$ cat config.mk
export PLATFORM = sky130hd
export DESIGN_NAME = fetch_queue_unit_flat
export DESIGN_NICKNAME = d
export VERILOG_FILES = /design/src/rtl/fetch_queue_if.sv /design/src/rtl/fetch_queue_unit.sv /design/src/flat_wrapper.sv
export SDC_FILE = /design/constraint.sdc
export NUM_CORES = 1
export LEC_CHECK = 0
export CAP_MARGIN = 10
export CORE_ASPECT_RATIO = 1.75
export CORE_MARGIN = 3
export CORE_UTILIZATION = 35
export DETAILED_ROUTE_END_ITERATION = 8
export PLACE_DENSITY = 0.59
export SYNTH_ARGS = -nofsm -noshare
export SYNTH_HDL_FRONTEND = slang
export SYNTH_SLANG_ARGS = --single-unit
$ cat constraint.sdc
create_clock -name clk_i -period 3.2 [get_ports clk_i]
set_input_delay 0.32 -clock clk_i [delete_from_list [all_inputs] [get_ports clk_i]]
set_output_delay 0.32 -clock clk_i [all_outputs]
set_load 0.01 [all_outputs]
$ cat src/rtl/fetch_queue_if.sv
// Fetch-unit bundle: memory request/response, redirect, and the decode-side queue head.
// master = fetch_queue_unit, slave = memory/decode environment.
interface fetch_queue_if #(
  parameter int XLEN  = 32,
  parameter int DEPTH = 4
);
  localparam int CW = $clog2(DEPTH + 1);

  logic            enable_step_i;
  logic [XLEN-1:0] mem_address_o;
  logic            get_instruction_o;
  logic [31:0]     instruction_i;
  logic            instruction_completed_i;
  logic            redirect_i;
  logic [XLEN-1:0] redirect_pc_i;
  logic            decode_ready_i;
  logic            instruction_valid_o;
  logic [31:0]     instruction_to_decode_o;
  logic [XLEN-1:0] instruction_pc_o;
  logic [CW-1:0]   queue_count_o;
  logic            fetch_working_info_o;

  modport master (
    input  enable_step_i, instruction_i, instruction_completed_i,
           redirect_i, redirect_pc_i, decode_ready_i,
    output mem_address_o, get_instruction_o, instruction_valid_o,
           instruction_to_decode_o, instruction_pc_o, queue_count_o,
           fetch_working_info_o
  );

  modport slave (
    output enable_step_i, instruction_i, instruction_completed_i,
           redirect_i, redirect_pc_i, decode_ready_i,
    input  mem_address_o, get_instruction_o, instruction_valid_o,
           instruction_to_decode_o, instruction_pc_o, queue_count_o,
           fetch_working_info_o
  );
endinterface

$ cat src/rtl/fetch_queue_unit.sv
// Instruction fetch unit: single-outstanding memory request FSM feeding a
// DEPTH-entry FIFO of {instruction, pc} toward decode; redirect flushes everything.
module fetch_queue_unit #(
  parameter int              XLEN     = 32,
  parameter logic [XLEN-1:0] RESET_PC = XLEN'(32'h8000_0000),
  parameter int              DEPTH    = 4
) (
  input  logic          clk_i,
  input  logic          rst_i,
  fetch_queue_if.master bus
);
  localparam int PW = $clog2(DEPTH);
  localparam int CW = $clog2(DEPTH + 1);

  typedef enum logic [1:0] {IDLE, REQUEST, DISCARD} state_t;

  typedef struct packed {
    logic [31:0]     instr;
    logic [XLEN-1:0] pc;
  } entry_t;

  state_t            state;
  logic [XLEN-1:0]   fetch_pc;
  logic [XLEN-1:0]   req_addr;
  logic              req_q;

  entry_t [DEPTH-1:0] q_mem;
  logic [PW-1:0]     wr_ptr;
  logic [PW-1:0]     rd_ptr;
  logic [CW-1:0]     count;

  logic              resp;
  logic              redir;
  logic              push;
  logic              pop;
  logic              head_vld;
  logic              not_full;
  logic              issue;
  logic [XLEN-1:0]   redir_pc;

  assign resp     = bus.instruction_completed_i;
  assign redir    = bus.redirect_i;
  assign head_vld = (count != '0);
  assign not_full = (count != CW'(DEPTH));
  // Redirect wins over anything the queue would do this cycle.
  assign push     = (state == REQUEST) && resp && !redir;
  assign pop      = head_vld && bus.decode_ready_i && !redir;
  assign issue    = (state == IDLE) && bus.enable_step_i && !redir && not_full;
  assign redir_pc = bus.redirect_pc_i & ~XLEN'(3);

  // req_addr is held separately from fetch_pc so a redirect during DISCARD
  // keeps the old address on the bus until its response drains.
  always_ff @(posedge clk_i) begin
    if (rst_i) begin
      state    <= IDLE;
      fetch_pc <= RESET_PC;
      req_addr <= '0;
      req_q    <= 1'b0;
    end else begin
      case (state)
        IDLE: begin
          if (redir) begin
            fetch_pc <= redir_pc;
          end else if (issue) begin
            state    <= REQUEST;
            req_addr <= fetch_pc;
            req_q    <= 1'b1;
          end
        end
        REQUEST: begin
          if (redir) begin
            fetch_pc <= redir_pc;
            if (resp) begin
              state <= IDLE;
              req_q <= 1'b0;
            end else begin
              state <= DISCARD;
            end
          end else if (resp) begin
            fetch_pc <= fetch_pc + XLEN'(4);
            state    <= IDLE;
            req_q    <= 1'b0;
          end
        end
        DISCARD: begin
          if (redir) fetch_pc <= redir_pc;
          if (resp) begin
            state <= IDLE;
            req_q <= 1'b0;
          end
        end
        default: begin
          state <= IDLE;
          req_q <= 1'b0;
        end
      endcase
    end
  end

  always_ff @(posedge clk_i) begin
    if (rst_i || redir) begin
      wr_ptr <= '0;
      rd_ptr <= '0;
      count  <= '0;
    end else begin
      if (push) begin
        q_mem[wr_ptr] <= '{instr: bus.instruction_i, pc: fetch_pc};
        wr_ptr        <= wr_ptr + PW'(1);
      end
      if (pop) rd_ptr <= rd_ptr + PW'(1);
      case ({push, pop})
        2'b10:   count <= count + CW'(1);
        2'b01:   count <= count - CW'(1);
        default: count <= count;
      endcase
    end
  end

  assign bus.mem_address_o           = req_addr;
  assign bus.get_instruction_o       = req_q;
  assign bus.fetch_working_info_o    = req_q;
  assign bus.queue_count_o           = count;
  assign bus.instruction_valid_o     = head_vld;
  // Storage is not reset, so the head is masked while the queue is empty.
  assign bus.instruction_to_decode_o = head_vld ? q_mem[rd_ptr].instr : 32'h0;
  assign bus.instruction_pc_o        = head_vld ? q_mem[rd_ptr].pc : '0;
endmodule

$ cat src/flat_wrapper.sv
// flat-port wrapper written by rule: the top's interface ports become plain ports
module fetch_queue_unit_flat 
#(
  parameter int              XLEN     = 32,
  parameter logic [XLEN-1:0] RESET_PC = XLEN'(32'h8000_0000),
  parameter int              DEPTH    = 4
)
  (clk_i, rst_i, bus_enable_step_i, bus_instruction_i, bus_instruction_completed_i, bus_redirect_i, bus_redirect_pc_i, bus_decode_ready_i, bus_mem_address_o, bus_get_instruction_o, bus_instruction_valid_o, bus_instruction_to_decode_o, bus_instruction_pc_o, bus_queue_count_o, bus_fetch_working_info_o);
  fetch_queue_if #(.XLEN(XLEN), .DEPTH(DEPTH)) bus_i ();
  input  logic clk_i;
  input  logic rst_i;
  input wire logic [$bits(bus_i.enable_step_i)-1:0] bus_enable_step_i;
  input wire logic [$bits(bus_i.instruction_i)-1:0] bus_instruction_i;
  input wire logic [$bits(bus_i.instruction_completed_i)-1:0] bus_instruction_completed_i;
  input wire logic [$bits(bus_i.redirect_i)-1:0] bus_redirect_i;
  input wire logic [$bits(bus_i.redirect_pc_i)-1:0] bus_redirect_pc_i;
  input wire logic [$bits(bus_i.decode_ready_i)-1:0] bus_decode_ready_i;
  output wire logic [$bits(bus_i.mem_address_o)-1:0] bus_mem_address_o;
  output wire logic [$bits(bus_i.get_instruction_o)-1:0] bus_get_instruction_o;
  output wire logic [$bits(bus_i.instruction_valid_o)-1:0] bus_instruction_valid_o;
  output wire logic [$bits(bus_i.instruction_to_decode_o)-1:0] bus_instruction_to_decode_o;
  output wire logic [$bits(bus_i.instruction_pc_o)-1:0] bus_instruction_pc_o;
  output wire logic [$bits(bus_i.queue_count_o)-1:0] bus_queue_count_o;
  output wire logic [$bits(bus_i.fetch_working_info_o)-1:0] bus_fetch_working_info_o;
  assign bus_i.enable_step_i = bus_enable_step_i;
  assign bus_i.instruction_i = bus_instruction_i;
  assign bus_i.instruction_completed_i = bus_instruction_completed_i;
  assign bus_i.redirect_i = bus_redirect_i;
  assign bus_i.redirect_pc_i = bus_redirect_pc_i;
  assign bus_i.decode_ready_i = bus_decode_ready_i;
  assign bus_mem_address_o = bus_i.mem_address_o;
  assign bus_get_instruction_o = bus_i.get_instruction_o;
  assign bus_instruction_valid_o = bus_i.instruction_valid_o;
  assign bus_instruction_to_decode_o = bus_i.instruction_to_decode_o;
  assign bus_instruction_pc_o = bus_i.instruction_pc_o;
  assign bus_queue_count_o = bus_i.queue_count_o;
  assign bus_fetch_working_info_o = bus_i.fetch_working_info_o;
  fetch_queue_unit #(.XLEN(XLEN), .RESET_PC(RESET_PC), .DEPTH(DEPTH)) u_core (.clk_i(clk_i), .rst_i(rst_i), .bus(bus_i));
endmodule
==> results of run 1 <==
-- worst max-delay path: cells and delay by family, from the launching register on --
kind | cells | cell delay, ns
buffers and inverters | 2 | 0.79
flip-flops | 1 | 0.60
multiplexers | 1 | 0.58
AND/OR/NAND/NOR | 1 | 0.16
-- state kept, by name (all words and copies together) (netlist names) --
| name | count |
|---|---|
| u_core.wr_ptr | 2 |
| u_core.rd_ptr | 2 |
| u_core.bus.queue_count_o | 3 |
| u_core.state | 2 |
| u_core.fetch_pc | 30 |
| u_core.q_mem | 248 |
| u_core.bus.fetch_working_info_o | 1 |
| u_core.bus.mem_address_o | 30 |
-- synth_stat cells, drive strengths merged, types with 7 or more instances --
| cell | instances | share of area, % |
|---|---|---|
| clkbuf | 39 | 1.1 |
| edfxtp | 248 | 57 |
| buf | 19 | 0.90 |
| o32ai | 7 | 0.47 |
| nor2b | 65 | 3.1 |
| nand4 | 13 | 0.74 |
| mux4 | 62 | 11 |
| nand2 | 92 | 2.6 |
| nor2 | 28 | 0.80 |
| nor3 | 10 | 0.42 |
| nor4 | 7 | 0.50 |
| o21ai | 18 | 0.69 |
| a21oi | 64 | 2.4 |
| a32oi | 7 | 0.47 |
| and2 | 9 | 0.43 |
| inv | 17 | 0.49 |
| nand3 | 17 | 0.65 |
| and3 | 8 | 0.38 |
| ha | 10 | 0.96 |
| dfxtp | 70 | 11 |
-- how the worst min path moves through the flow --
stage                                              startpoint                                            to  slack [ns]  cells after the start
CTS                                                     rst_i  u_core.bus.fetch_working_info_o$_SDFFE_PP0P_        0.20                      3
floorplan                                bus_instruction_i[4]                   u_core.q_mem[100]$_DFFE_PP_        0.42                      0
global placement    u_core.bus.mem_address_o[15]$_SDFFE_PP0P_     u_core.bus.mem_address_o[15]$_SDFFE_PP0P_        0.45                      2
detailed placement  u_core.bus.mem_address_o[11]$_SDFFE_PP0P_     u_core.bus.mem_address_o[11]$_SDFFE_PP0P_        0.45                      2
global route                                            rst_i  u_core.bus.fetch_working_info_o$_SDFFE_PP0P_        0.23                      3
finish                                                  rst_i  u_core.bus.fetch_working_info_o$_SDFFE_PP0P_        0.25                      3
-- through the flow --
step           hold slack, ns  instances  utilization, %
6_report                0.250       1544            44.4
5_1_grt                 0.232       1544            44.4
4_1_cts                 0.202       1544            44.4
3_5_place_dp            0.448       1492            41.9
3_3_place_gp            0.450       1492            41.9
2_1_floorplan           0.419        884               -
-- kinds of logic after synthesis --
logic type	Yosys count	share of synthesized area, %
and+or+nand+nor	273	11.1
other	1	0.0286
AOI/OAI and AO/OA	130	6.19
DFF	318	67.6
adders and majority gates	11	1.11
buffers and inverters	75	2.51
muxes	68	11.1
xor gates and xnor gates	5	0.334
-- power groups by stage --
stage	combinational, uW	sequential (uW)	clock, uW
after floorplan	209	4660	0
after global placement	411	4690	0
after detailed placement	417	4690	0
after CTS	419	4600	3470
after global routing	457	4610	3630
final	415	4600	3370
-- cell type report --
class                   count  share of cell area (%)
multi-input cells         491                    24.2
flip-flops and latches    318                    54.0
repair buffers            191                    12.1
inverters                  17                   0.389
clock buffers              37                    4.73
well taps                 475                    3.63
clock inverters            15                   0.901
-- metal layers --
metal	routed length, um	track usage [%]	vias up	share of wire, %
met3	1280	1.61	42	4.1
met5	0	0	-	0
met1	12000	17.9	3997	38
met2	17100	29.3	216	55
met4	749	4.55	0	2.4
li1	-	-	3699	-
==> impl_metrics.py, run 1 <==
metrics = {
    "status": {
        "outcome": "finished clean",
    },
    "worst_setup_path": {
        "r2r_end": "u_core.fetch_pc[27]$_SDFFE_PP0P_",
        "reg2reg_from": "u_core.state[0]$_SDFFE_PP0P_",
        "r2r_slack_ns": 0.83,
        "crit_start": "u_core.rd_ptr[0]$_SDFFE_PP0P_",
        "crit_chain": "buf_12 -> mux4_2 -> nor2b_1 -> clkdlybuf4s50_1",
        "slowest_stage": "dfxtp_4",
        "crit_fanout": 23,
        "reg2reg_depth": 7,
        "timing.setup.critical_path_class": "reg2out",
        "cpPeakStageDelay_ns": 0.60,
        "crit_arrival_ns": 2.68,
        "start_kind": "register",
        "critPathRequiredTime_ns": 2.88,
        "crit_end": "bus_instruction_pc_o[13]",
        "cp-end-kind": "output port",
    },
    "logic_synthesis": {
        "ys_types": 65,
        "async_flop_share_pct": 0,
        "synth_warnings": 0,
        "synthCells": 881,
        "synth-seq-cells": 318,
        "synth_area_sq_mm": 0.0131,
        "synth_edf_count": 248,
        "syn_avg_cell_area_sq_um": 14.9,
        "seq_area_frac_synth_pct": 67.6,
        "synth-main-ff-cell": "edfxtp_1",
    },
    "pwr": {
        "p_clk_share_pct": 40.2,
        "p_int_uw": 6650,
        "power_uw": 8390,
        "vdd_drop_max_mv": 0.359,
        "p_leak_uw": 0.00510,
        "powerDensity_mw_per_mm2": 512,
        "pwr-share-seq_pct": 54.9,
        "swShare_pct": 20.8,
        "p_sw_uw": 1740,
        "p_comb_share_pct": 5.0,
    },
    "drt": {
        "dr.first_iter.drc_count": 399,
        "route.vias.total": 7954,
        "routed_wirelength_um": 31100,
        "ant_nets": 0,
        "drcViolationCount": 0,
        "first_pass_iters": 4,
        "routedWlPerCell_um": 20.1,
        "via_per_inst": 5.15,
    },
    "clock_tree": {
        "clock_sinks": 318,
        "cts_made_buffers": 28,
        "cts_root_buffer": "clkbuf_16",
        "post-cts-setup-buffers": 0,
        "path_clk_slew_ns": 0.07,
        "tritoncts": "yes",
        "insertion_delay_ns": 0.55,
        "htree_levels": 1,
        "ctsResizeCount": 0,
        "cts.path.max_buffers": 3,
        "ctsHoldBuffers": 0,
    },
    "cells_and_area": {
        "register_area_sq_mm": 0.00886,
        "antenna_cells": 0,
        "layout-drive-gt1-share_pct": 14.4,
        "most-common-layout-cells": "248 x edfxtp_1, 164 x clkdlybuf4s50_1, 92 x nand2_1, 68 x dfxtp_1, 65 x nor2b_1",
        "num-fill-cells": 3317,
        "final_common_cell": "edfxtp_1",
        "fin_area_sq_mm": 0.0164,
        "nNetsFinal": 1128,
        "multi_input_comb_area_sq_mm": 0.00397,
        "syn_to_final_growth_pct": 25.1,
    },
    "placed_design": {
        "dpl.hpwl_um": 20300,
        "place_congestion": 0.779,
        "place_ws_ns": 0.370,
        "io_buffers": 165,
        "place_area_sq_mm": 0.0155,
    },
    "grt": {
        "grt_max_degree": 64,
        "antenna_found_initial": 0,
        "first_global_vias": 8164,
        "grt_pass1_wl_um": 47700,
        "grt-ovfl-total": 0,
        "grt.total_usage_pct": 15.3,
    },
    "sta": {
        "tns_ns": 0,
        "finalWorstSetupSlack_ns": 0.196,
        "finalCritPeriodShare_pct": 93.9,
        "setup_viol": 0,
        "maxSlewHeadroom_pct": 47.5,
        "final_hold_viol_count": 0,
        "rsz0062_at_grt": "false",
        "fmax_mhz": 333,
        "drv_slew": 0,
        "min_period_ns": 3.00,
        "worst_pin_slew_ns": 0.782,
        "fin_skew_ns": 0.00878,
    },
    "min_path": {
        "hold_class": "in2reg",
    },
    "floorplan": {
        "initial_utilization_pct": 35.5,
        "die_w_um": 152,
        "die_area_sq_mm": 0.0399,
        "die_h_um": 262,
        "core_area_sq_mm": 0.0369,
        "rows": 93,
        "io_pins": 172,
    },
    "run": {
        "cap_violations": 0,
    },
}
Note: power is estimated with default switching activity, not from simulation.
==> inputs of run 2 (changes only) <==
- SKIP_CTS_REPAIR_TIMING: default -> 1
==> results of run 2 <==
No change in the layout: final DEF, timing and power equal those of run 1.
